$ cat src/rtl/fifo_wptr_ctrl_pkg.sv
// fifo_wptr_ctrl_pkg: shared pointer helpers for the async FIFO write and read controllers
package fifo_wptr_ctrl_pkg;

    // FIFO depth derived from the RAM address width
    function automatic int depth_of(input int addr_size);
        return 1 << addr_size;
    endfunction

    // Binary to reflected Gray code
    function automatic logic [31:0] bin2gray(input logic [31:0] b);
        return b ^ (b >> 1);
    endfunction

    // Reflected Gray code to binary: each bit is the XOR of itself and all higher bits
    function automatic logic [31:0] gray2bin(input logic [31:0] g);
        logic [31:0] b;
        b = '0;
        for (int i = 0; i < 32; i++) b[i] = ^(g >> i);
        return b;
    endfunction

endpackage

$ cat src/rtl/fifo_wptr_ctrl_gray_sync.sv
// gray_sync: two-flop synchronizer for a Gray-coded pointer crossing clock domains
module gray_sync #(
    parameter int WIDTH = 5
) (
    input  logic             clk,
    input  logic             rst_n,
    input  logic [WIDTH-1:0] d,
    output logic [WIDTH-1:0] q
);
    logic [WIDTH-1:0] q1;

    // Two-stage shift; only one bit of d changes at a time so q is always a valid pointer
    always_ff @(posedge clk or negedge rst_n) begin
        if (!rst_n) begin
            q1 <= '0;
            q  <= '0;
        end else begin
            q1 <= d;
            q  <= q1;
        end
    end
endmodule

$ cat src/rtl/fifo_wptr_ctrl.sv
// fifo_wptr_ctrl: write-side pointer, full/almost-full, fill level and overflow for the async FIFO
module fifo_wptr_ctrl
    import fifo_wptr_ctrl_pkg::*;
#(
    parameter int ADDR_SIZE      = 4,
    parameter int ALMOST_FULL_TH = 2
) (
    input  logic                 clk,
    input  logic                 rst_n,
    input  logic                 wr_en,
    input  logic                 ovf_clr,
    input  logic [ADDR_SIZE:0]   rd_gray_ptr,
    output logic                 mem_we,
    output logic [ADDR_SIZE-1:0] wr_addr,
    output logic [ADDR_SIZE:0]   wr_gray_ptr,
    output logic                 full,
    output logic                 almost_full,
    output logic [ADDR_SIZE:0]   fill_level,
    output logic                 wr_ovf
);
    localparam int PW    = ADDR_SIZE + 1;
    localparam int DEPTH = depth_of(ADDR_SIZE);

    logic [PW-1:0] wbin, wbin_next, wgray, wgray_next, rq2, rbin;
    logic          full_next;

    gray_sync #(.WIDTH(PW)) u_sync (
        .clk   (clk),
        .rst_n (rst_n),
        .d     (rd_gray_ptr),
        .q     (rq2)
    );

    assign mem_we      = wr_en & ~full;
    assign wbin_next   = wbin + PW'(mem_we);
    assign wgray_next  = PW'(bin2gray(32'(wbin_next)));
    assign rbin        = PW'(gray2bin(32'(rq2)));
    // Full when the write pointer is one lap ahead: top two Gray bits inverted, rest equal
    assign full_next   = wgray_next == {~rq2[PW-1:PW-2], rq2[PW-3:0]};
    assign fill_level  = wbin - rbin;
    assign almost_full = fill_level >= PW'(DEPTH - ALMOST_FULL_TH);
    assign wr_addr     = wbin[ADDR_SIZE-1:0];
    assign wr_gray_ptr = wgray;

    // Pointer, full and sticky overflow registers; a set of wr_ovf beats a same-cycle clear
    always_ff @(posedge clk or negedge rst_n) begin
        if (!rst_n) begin
            wbin   <= '0;
            wgray  <= '0;
            full   <= 1'b0;
            wr_ovf <= 1'b0;
        end else begin
            wbin   <= wbin_next;
            wgray  <= wgray_next;
            full   <= full_next;
            wr_ovf <= (wr_en & full) | (wr_ovf & ~ovf_clr);
        end
    end
endmodule

$ cat config.mk
export PLATFORM = sky130hd
export DESIGN_NAME = fifo_wptr_ctrl
export DESIGN_NICKNAME = d
export VERILOG_FILES = /design/src/rtl/fifo_wptr_ctrl_pkg.sv /design/src/rtl/fifo_wptr_ctrl_gray_sync.sv /design/src/rtl/fifo_wptr_ctrl.sv
export SDC_FILE = /design/constraint.sdc
export NUM_CORES = 1
export LEC_CHECK = 0
export CORE_ASPECT_RATIO = 0.9
export CORE_MARGIN = 2
export CORE_UTILIZATION = 35
export DETAILED_ROUTE_END_ITERATION = 16
export GPL_TIMING_DRIVEN = 0
export SYNTH_ARGS = -nofsm -noshare
export SYNTH_HDL_FRONTEND = slang
export SYNTH_SLANG_ARGS = --single-unit
$ cat constraint.sdc
create_clock -name clk -period 4.9 [get_ports clk]
set_clock_uncertainty 0.1 [all_clocks]
set_input_delay 0.735 -clock clk [delete_from_list [all_inputs] [get_ports clk]]
set_output_delay 0.735 -clock clk [all_outputs]
set_load 0.1 [all_outputs]
==> summary.txt, run 1 <==
Place
  • IO Port Bufs: 26
  • Gp weighted congestion: 0.7253
  • Area after detailed placement: 0.001324 mm²
  • HPWL after detailed placement: 1.258 mm

Timing
  • Slew Viols, Final: 0
  • Setup repair after global routing missed its margin: no
  • Maximum operating frequency: 218.2 MHz
  • Final Hold Violating Endpoints: 0
  • Final critical-path required period: 4.582 ns
  • Least-Margin Pin Slew: 0.9724 ns
  • Total Negative Setup Slacks: 0 ns
  • Worst-case headroom to the max-slew limit: 0.3497
  • Share of the cycle needed by the critical path after routing: 0.9352
  • Worst hold-check slack: 0.2576 ns
  • Final count of negative-setup-slack endpoints: 0

Cells and area
  • Net count of the finished layout: 129
  • Final antenna diode count: 0
  • Area growth from synthesis to final layout: 36.88%
  • Area occupied by multi-input gates: 450.4 µm²
  • Most frequent cells in the layout: sky130_fd_sc_hd__clkdlybuf4s50_1 (24), sky130_fd_sc_hd__dfrtp_1 (21), sky130_fd_sc_hd__xor2_1 (13), sky130_fd_sc_hd__inv_1 (10), sky130_fd_sc_hd__ha_1 (6)
  • Leading cell type in the layout, fill and taps excluded: sky130_fd_sc_hd__clkdlybuf4s50_1
  • Fill cell total of the finished layout: 252
  • Layout cells sized above 1: 0.07143
  • Register area: 525.5 µm²
  • Non-Filler Cell Area, Final: 0.001351 mm²

Route
  • Detailed-route wire length: 1.556 mm
  • Post-DR vias/cell: 4.211
  • Antenna Violating Nets Remaining: 0
  • Total iterations of the first detailed-routing run: 2
  • Drt first-iter violations: 7
  • Routed wirelength normalized by instance count: 10.24 µm
  • Total number of vias: 640
  • Remaining DRCs: 0

Worst hold path
  • Worst min-delay path class: register to register

Yosys
  • Total nets after synthesis: 98
  • Area share of the largest cell type after synthesis: 0.5323
  • Post-synth cell types: 20
  • Share of flip-flops with an asynchronous set or reset: 1.000
  • Library cell with the largest summed area after synthesis: sky130_fd_sc_hd__dfrtp_1
  • Post-synthesis instance area: 987.2 µm²
  • EDFF count, synth: 0
  • Synthesis warning total: 0
  • Synth Register Bits: 21
  • Post-synthesis sequential area ratio: 0.5323
  • Top FF cell, synth: sky130_fd_sc_hd__dfrtp_1
  • Synthesized area per cell: 12.04 µm²
  • Synthesized instance count: 82
  • Cell types occupying the most area after synthesis: sky130_fd_sc_hd__dfrtp_1 (53%), sky130_fd_sc_hd__xor2_1 (12%), sky130_fd_sc_hd__ha_1 (7.6%), sky130_fd_sc_hd__xnor2_1 (4.4%), sky130_fd_sc_hd__inv_1 (3.8%)

Worst setup path
  • Arrival time of the worst setup path: 3.75 ns
  • Worst Path Required: 4.07 ns
  • Highest-delay cell along the critical path: sky130_fd_sc_hd__dlygate4sd2_1
  • Ordered list of cells on the worst path: xnor2_2 > xor2_1 > xor2_1 > xnor2_1 > ha_1 > fa_1 > nor2b_1 > o21ai_0 > and3_1 > o32ai_4 > dlygate4sd2_1
  • Most common cell on crit path: sky130_fd_sc_hd__xor2_1
  • Worst path buffer plus inverter count: 1
  • Kind of launch point of the worst setup path: register
  • Crit-path leading delay family: XOR/XNOR gates
  • Maximum fanout along the worst path: 4
  • Crit-path max cell delay: 0.88 ns
  • Setup CP Type: register to output pin
  • Kind of end point of the critical path: output pin

Floorplan
  • Initial cell density of the core: 0.3623
  • Floorplan die area: 0.003262 mm²
  • Area inside the core boundary: 0.002725 mm²
  • Die Span X: 59.98 µm
  • Height of the die: 54.39 µm
  • Row count: 18
  • Number of primary I/O pins: 27

Global route
  • Vias in the first global route: 577
  • Pin count of the biggest net entering global routing: 22
  • Global-route congestion overflow total: 0
  • Wire length of the first global-routing pass: 2.594 mm
  • Total global routing track utilization: 0.1125
  • Antenna violations before repair: 0

Job
  • Max_cap viols: 0

CTS
  • CTS buffer count: 3
  • Post-CTS clock slew at the launch and capture registers of the worst setup and hold paths: 0.10 ns
  • Number of buffers inserted to repair setup after CTS: 0
  • Clock Path Buffers: 2
  • Clock network latency to the later pin of the worst-skew pair: 0.29 ns
  • Number of hold buffers added after CTS: 0
  • Clock sink count: 21
  • CTS HTree Levels: 1
  • Clk Tree Root Cell: sky130_fd_sc_hd__clkbuf_4
  • TritonCTS clock tree: built

Status
  • Run status: completed
[cell families (layout without fill, tap and decap cells)]
logic type	Yosys count	after routing	synth area share
XOR/XNOR	20	20	0.1927
AND/OR/NAND/NOR	17	17	0.08873
AO/OA/AOI/OAI	7	7	0.05196
buffers and inverters	10	40	0.03803
flip-flops	21	21	0.5323
adder cells (fa/ha/maj)	7	7	0.09632
[state kept, by name (all words and copies together) (netlist names)]
signal and flops:
full 1, u_sync.q 5, u_sync.q1 5, wbin 5, wr_gray_ptr 4, wr_ovf 1
[Yosys cell counts (2+ instances only)]
cell type and number:
sky130_fd_sc_hd__o21ai_0 3, sky130_fd_sc_hd__or3_1 2, sky130_fd_sc_hd__nor2_1 2, sky130_fd_sc_hd__nor2b_1 3
sky130_fd_sc_hd__nand2_1 4, sky130_fd_sc_hd__ha_1 6, sky130_fd_sc_hd__nand3_1 4, sky130_fd_sc_hd__xor2_1 13
sky130_fd_sc_hd__dfrtp_1 21, sky130_fd_sc_hd__inv_1 10, sky130_fd_sc_hd__xnor2_1 5
[cell type report]
type	count	share of cell area
clock buffer	4	0.01944
inverter	10	0.02778
multi-input combinational	51	0.3333
sequential	21	0.3889
tap	40	0.03704
timing repair buffer	26	0.1935
[per-layer routing]
layer,GRT usage,up-vias,part of all wire,routed length [µm]
li1,-,320,-,-
met1,0.1488,304,0.49,760
met2,0.1775,14,0.47,737
met3,0.01418,2,0.030,46
met4,0.06667,0,0.0077,12
met5,0,-,0,0
[path summary, 6_finish.rpt]
check | from | endpoint | cells after the start | slack, ns
setup / recovery | u_sync.q[4] | almost_full | 11 | 0.32
hold reg to reg | u_sync.q1[0] | u_sync.q[0] | 0 | 0.26
max in group asynchronous | rst_n | wbin[3] | 1 | 3.30
min in group asynchronous | rst_n | wr_gray_ptr[0] | 1 | 0.85
setup reg to reg | full | full | 7 | 2.65
hold / removal | u_sync.q1[0] | u_sync.q[0] | 0 | 0.26
[metrics by stage]
step	cells	util	worst slack (ns)
after CTS	152	0.4949	0.03581
after floorplan	82	-	0.2418
after global placement	148	0.4858	0.4191
final	152	0.4959	0.3176
after global routing	152	0.4959	0.1078
after detailed placement	148	0.4858	0.3190
[what timing repair did]
| item | CTS | global route |
|---|---|---|
| gates resized for setup | 1 | 1 |
| endpoints found under the hold margin | 0 | 0 |
| setup endpoints to repair | 1 | 1 |
Power of run 1 is left out: the tool's default activity adds up to more than one toggle a clock period on the data nets, which glitch-free logic cannot reach.
==> run 2, diff against run 1 <==
SLEW_MARGIN = 40   (was default)
==> run 2 against run 1 <==
Net effect: first-iteration DRC count down 57%; core utilization down 3.5 points; count of clock-buffer cells in the layout unchanged; via count down 2.3%; final area down 7.1%; sequential share of layout area up 3.0 points; cell count unchanged; global-route usage down 0.28 points; hold slack worse by 0.0013 ns; sequential cell count unchanged; critical path type unchanged; critical endpoint unchanged; highest routed layer unchanged.
==> summary.txt, run 2 (same netlist as run 1, synthesis figures left out) <==
CTS
  • CTS HTree Levels: 1
  • Clock Path Buffers: 2
  • CTS buffer count: 3
  • TritonCTS clock tree: built
  • Post-CTS clock slew at the launch and capture registers of the worst setup and hold paths: 0.10 ns
  • Clock sink count: 21
  • Number of buffers inserted to repair setup after CTS: 0
  • Clk Tree Root Cell: sky130_fd_sc_hd__clkbuf_4
  • Cts repair resizes: 0
  • Number of hold buffers added after CTS: 0
  • Clock network latency to the later pin of the worst-skew pair: 0.29 ns

Route
  • Antenna Violating Nets Remaining: 0
  • Highest routing layer actually used: met4
  • Length of routed met3 wiring: 60 µm
  • Total number of vias: 625
  • M1 wire length: 710 µm
  • Routed wirelength normalized by instance count: 9.684 µm
  • Remaining DRCs: 0
  • Detailed-route wire length: 1.472 mm
  • Post-DR vias/cell: 4.112
  • Drt first-iter violations: 3
  • Total iterations of the first detailed-routing run: 3
  • Met2 WL: 688 µm

Timing
  • Final Hold Violating Endpoints: 0
  • Total Negative Setup Slacks: 0 ns
  • Final count of negative-setup-slack endpoints: 0
  • Slew Viols, Final: 0
  • Worst hold-check slack: 0.2562 ns
  • Final critical-path required period: 4.119 ns
  • Min setup slack post-route: 0.7808 ns
  • Share of the cycle needed by the critical path after routing: 0.8407
  • Maximum operating frequency: 242.8 MHz
  • Least-Margin Pin Slew: 0.4865 ns
  • Setup repair after global routing missed its margin: no
  • Worst-case headroom to the max-slew limit: 0.6779

Cells and area
  • Area occupied by multi-input gates: 450.4 µm²
  • Area growth from synthesis to final layout: 27.12%
  • Post-route insts no fill: 152
  • Leading cell type in the layout, fill and taps excluded: sky130_fd_sc_hd__dfrtp_1
  • Register area: 525.5 µm²
  • Final antenna diode count: 0
  • Most frequent cells in the layout: sky130_fd_sc_hd__dfrtp_1 (21), sky130_fd_sc_hd__buf_2 (19), sky130_fd_sc_hd__xor2_1 (13), sky130_fd_sc_hd__inv_1 (10), sky130_fd_sc_hd__clkdlybuf4s50_1 (7)
  • Largest registers: u_sync.q1 (5), u_sync.q (5), wbin (5)
  • Net count of the finished layout: 129
  • Layout cells sized above 1: 0.2411
  • Fill cell total of the finished layout: 263

Job
  • Max_cap viols: 0

Floorplan
  • Number of primary I/O pins: 27
  • Die Span X: 59.98 µm
  • Area inside the core boundary: 0.002725 mm²
  • Row count: 18
  • Height of the die: 54.39 µm
  • Initial cell density of the core: 0.3623
  • Floorplan die area: 0.003262 mm²

Worst setup path
  • Reg-to-reg critical path startpoint: full
  • Arrival time of the worst setup path: 3.28 ns
  • Worst Path Required: 4.07 ns
  • Kind of launch point of the worst setup path: register
  • Kind of end point of the critical path: output pin
  • Setup crit start: u_sync.q[4]
  • Maximum fanout along the worst path: 4
  • Setup CP Type: register to output pin

Place
  • Gp weighted congestion: 0.7253
  • HPWL after detailed placement: 1.216 mm
  • IO Port Bufs: 26
  • Instance count after placement with tap cells included: 148
  • Worst setup slack before clock tree synthesis: 1.043 ns

Worst hold path
  • Worst min-delay path class: register to register
  • Hold path start: u_sync.q1[2]

Global route
  • Vias in the first global route: 579
  • Wire length of the first global-routing pass: 2.601 mm
  • Total global routing track utilization: 0.1097
  • Antenna violations before repair: 0
  • Global-route congestion overflow total: 0
  • Pin count of the biggest net entering global routing: 22

Status
  • Run status: completed
-- run 2: final cells by class --
type | instances | area share
repair buffers | 26 | 0.1316
inverters | 10 | 0.02991
well taps | 40 | 0.03988
flip-flops and latches | 21 | 0.4187
multi-input cells | 51 | 0.3589
clock buffers | 4 | 0.02094
-- run 2: per-layer routing --
metal,global-route usage,vias up
li1,-,324
met1,0.1497,285
met2,0.1667,14
met3,0.01418,2
met4,0.06667,0
met5,0,-
-- run 2: final timing paths --
path	endpoint	slack (ns)	depth (start not counted)
worst max-delay path	almost_full	0.78	11
worst min register to register	u_sync.q[2]	0.26	0
worst min-delay path	u_sync.q[2]	0.26	0
min in group asynchronous	u_sync.q1[2]	0.27	1
max in group asynchronous	wr_gray_ptr[3]	4.13	1
worst max register to register	full	2.67	7
-- run 2: worst max-delay path, cell delays in order (launching register included) --
cell and delay (ns):
sky130_fd_sc_hd__dfrtp_1 0.45, sky130_fd_sc_hd__xnor2_2 0.21, sky130_fd_sc_hd__xor2_1 0.26, sky130_fd_sc_hd__xor2_1 0.29
sky130_fd_sc_hd__xnor2_1 0.11, sky130_fd_sc_hd__ha_1 0.21, sky130_fd_sc_hd__fa_1 0.43, sky130_fd_sc_hd__nor2b_1 0.13
sky130_fd_sc_hd__o21ai_0 0.10, sky130_fd_sc_hd__and3_1 0.23, sky130_fd_sc_hd__o32ai_4 0.11, sky130_fd_sc_hd__buf_2 0.46
-- run 2: metrics by stage --
| stage | cell area [µm²] | util |
|---|---|---|
| final | 1255 | 0.4605 |
| after global routing | 1255 | 0.4605 |
| after CTS | 1255 | 0.4605 |
| after floorplan | 1013 | - |
| after detailed placement | 1229 | 0.4509 |
| after global placement | 1324 | 0.4858 |
Power of run 2 is left out for the same reason.
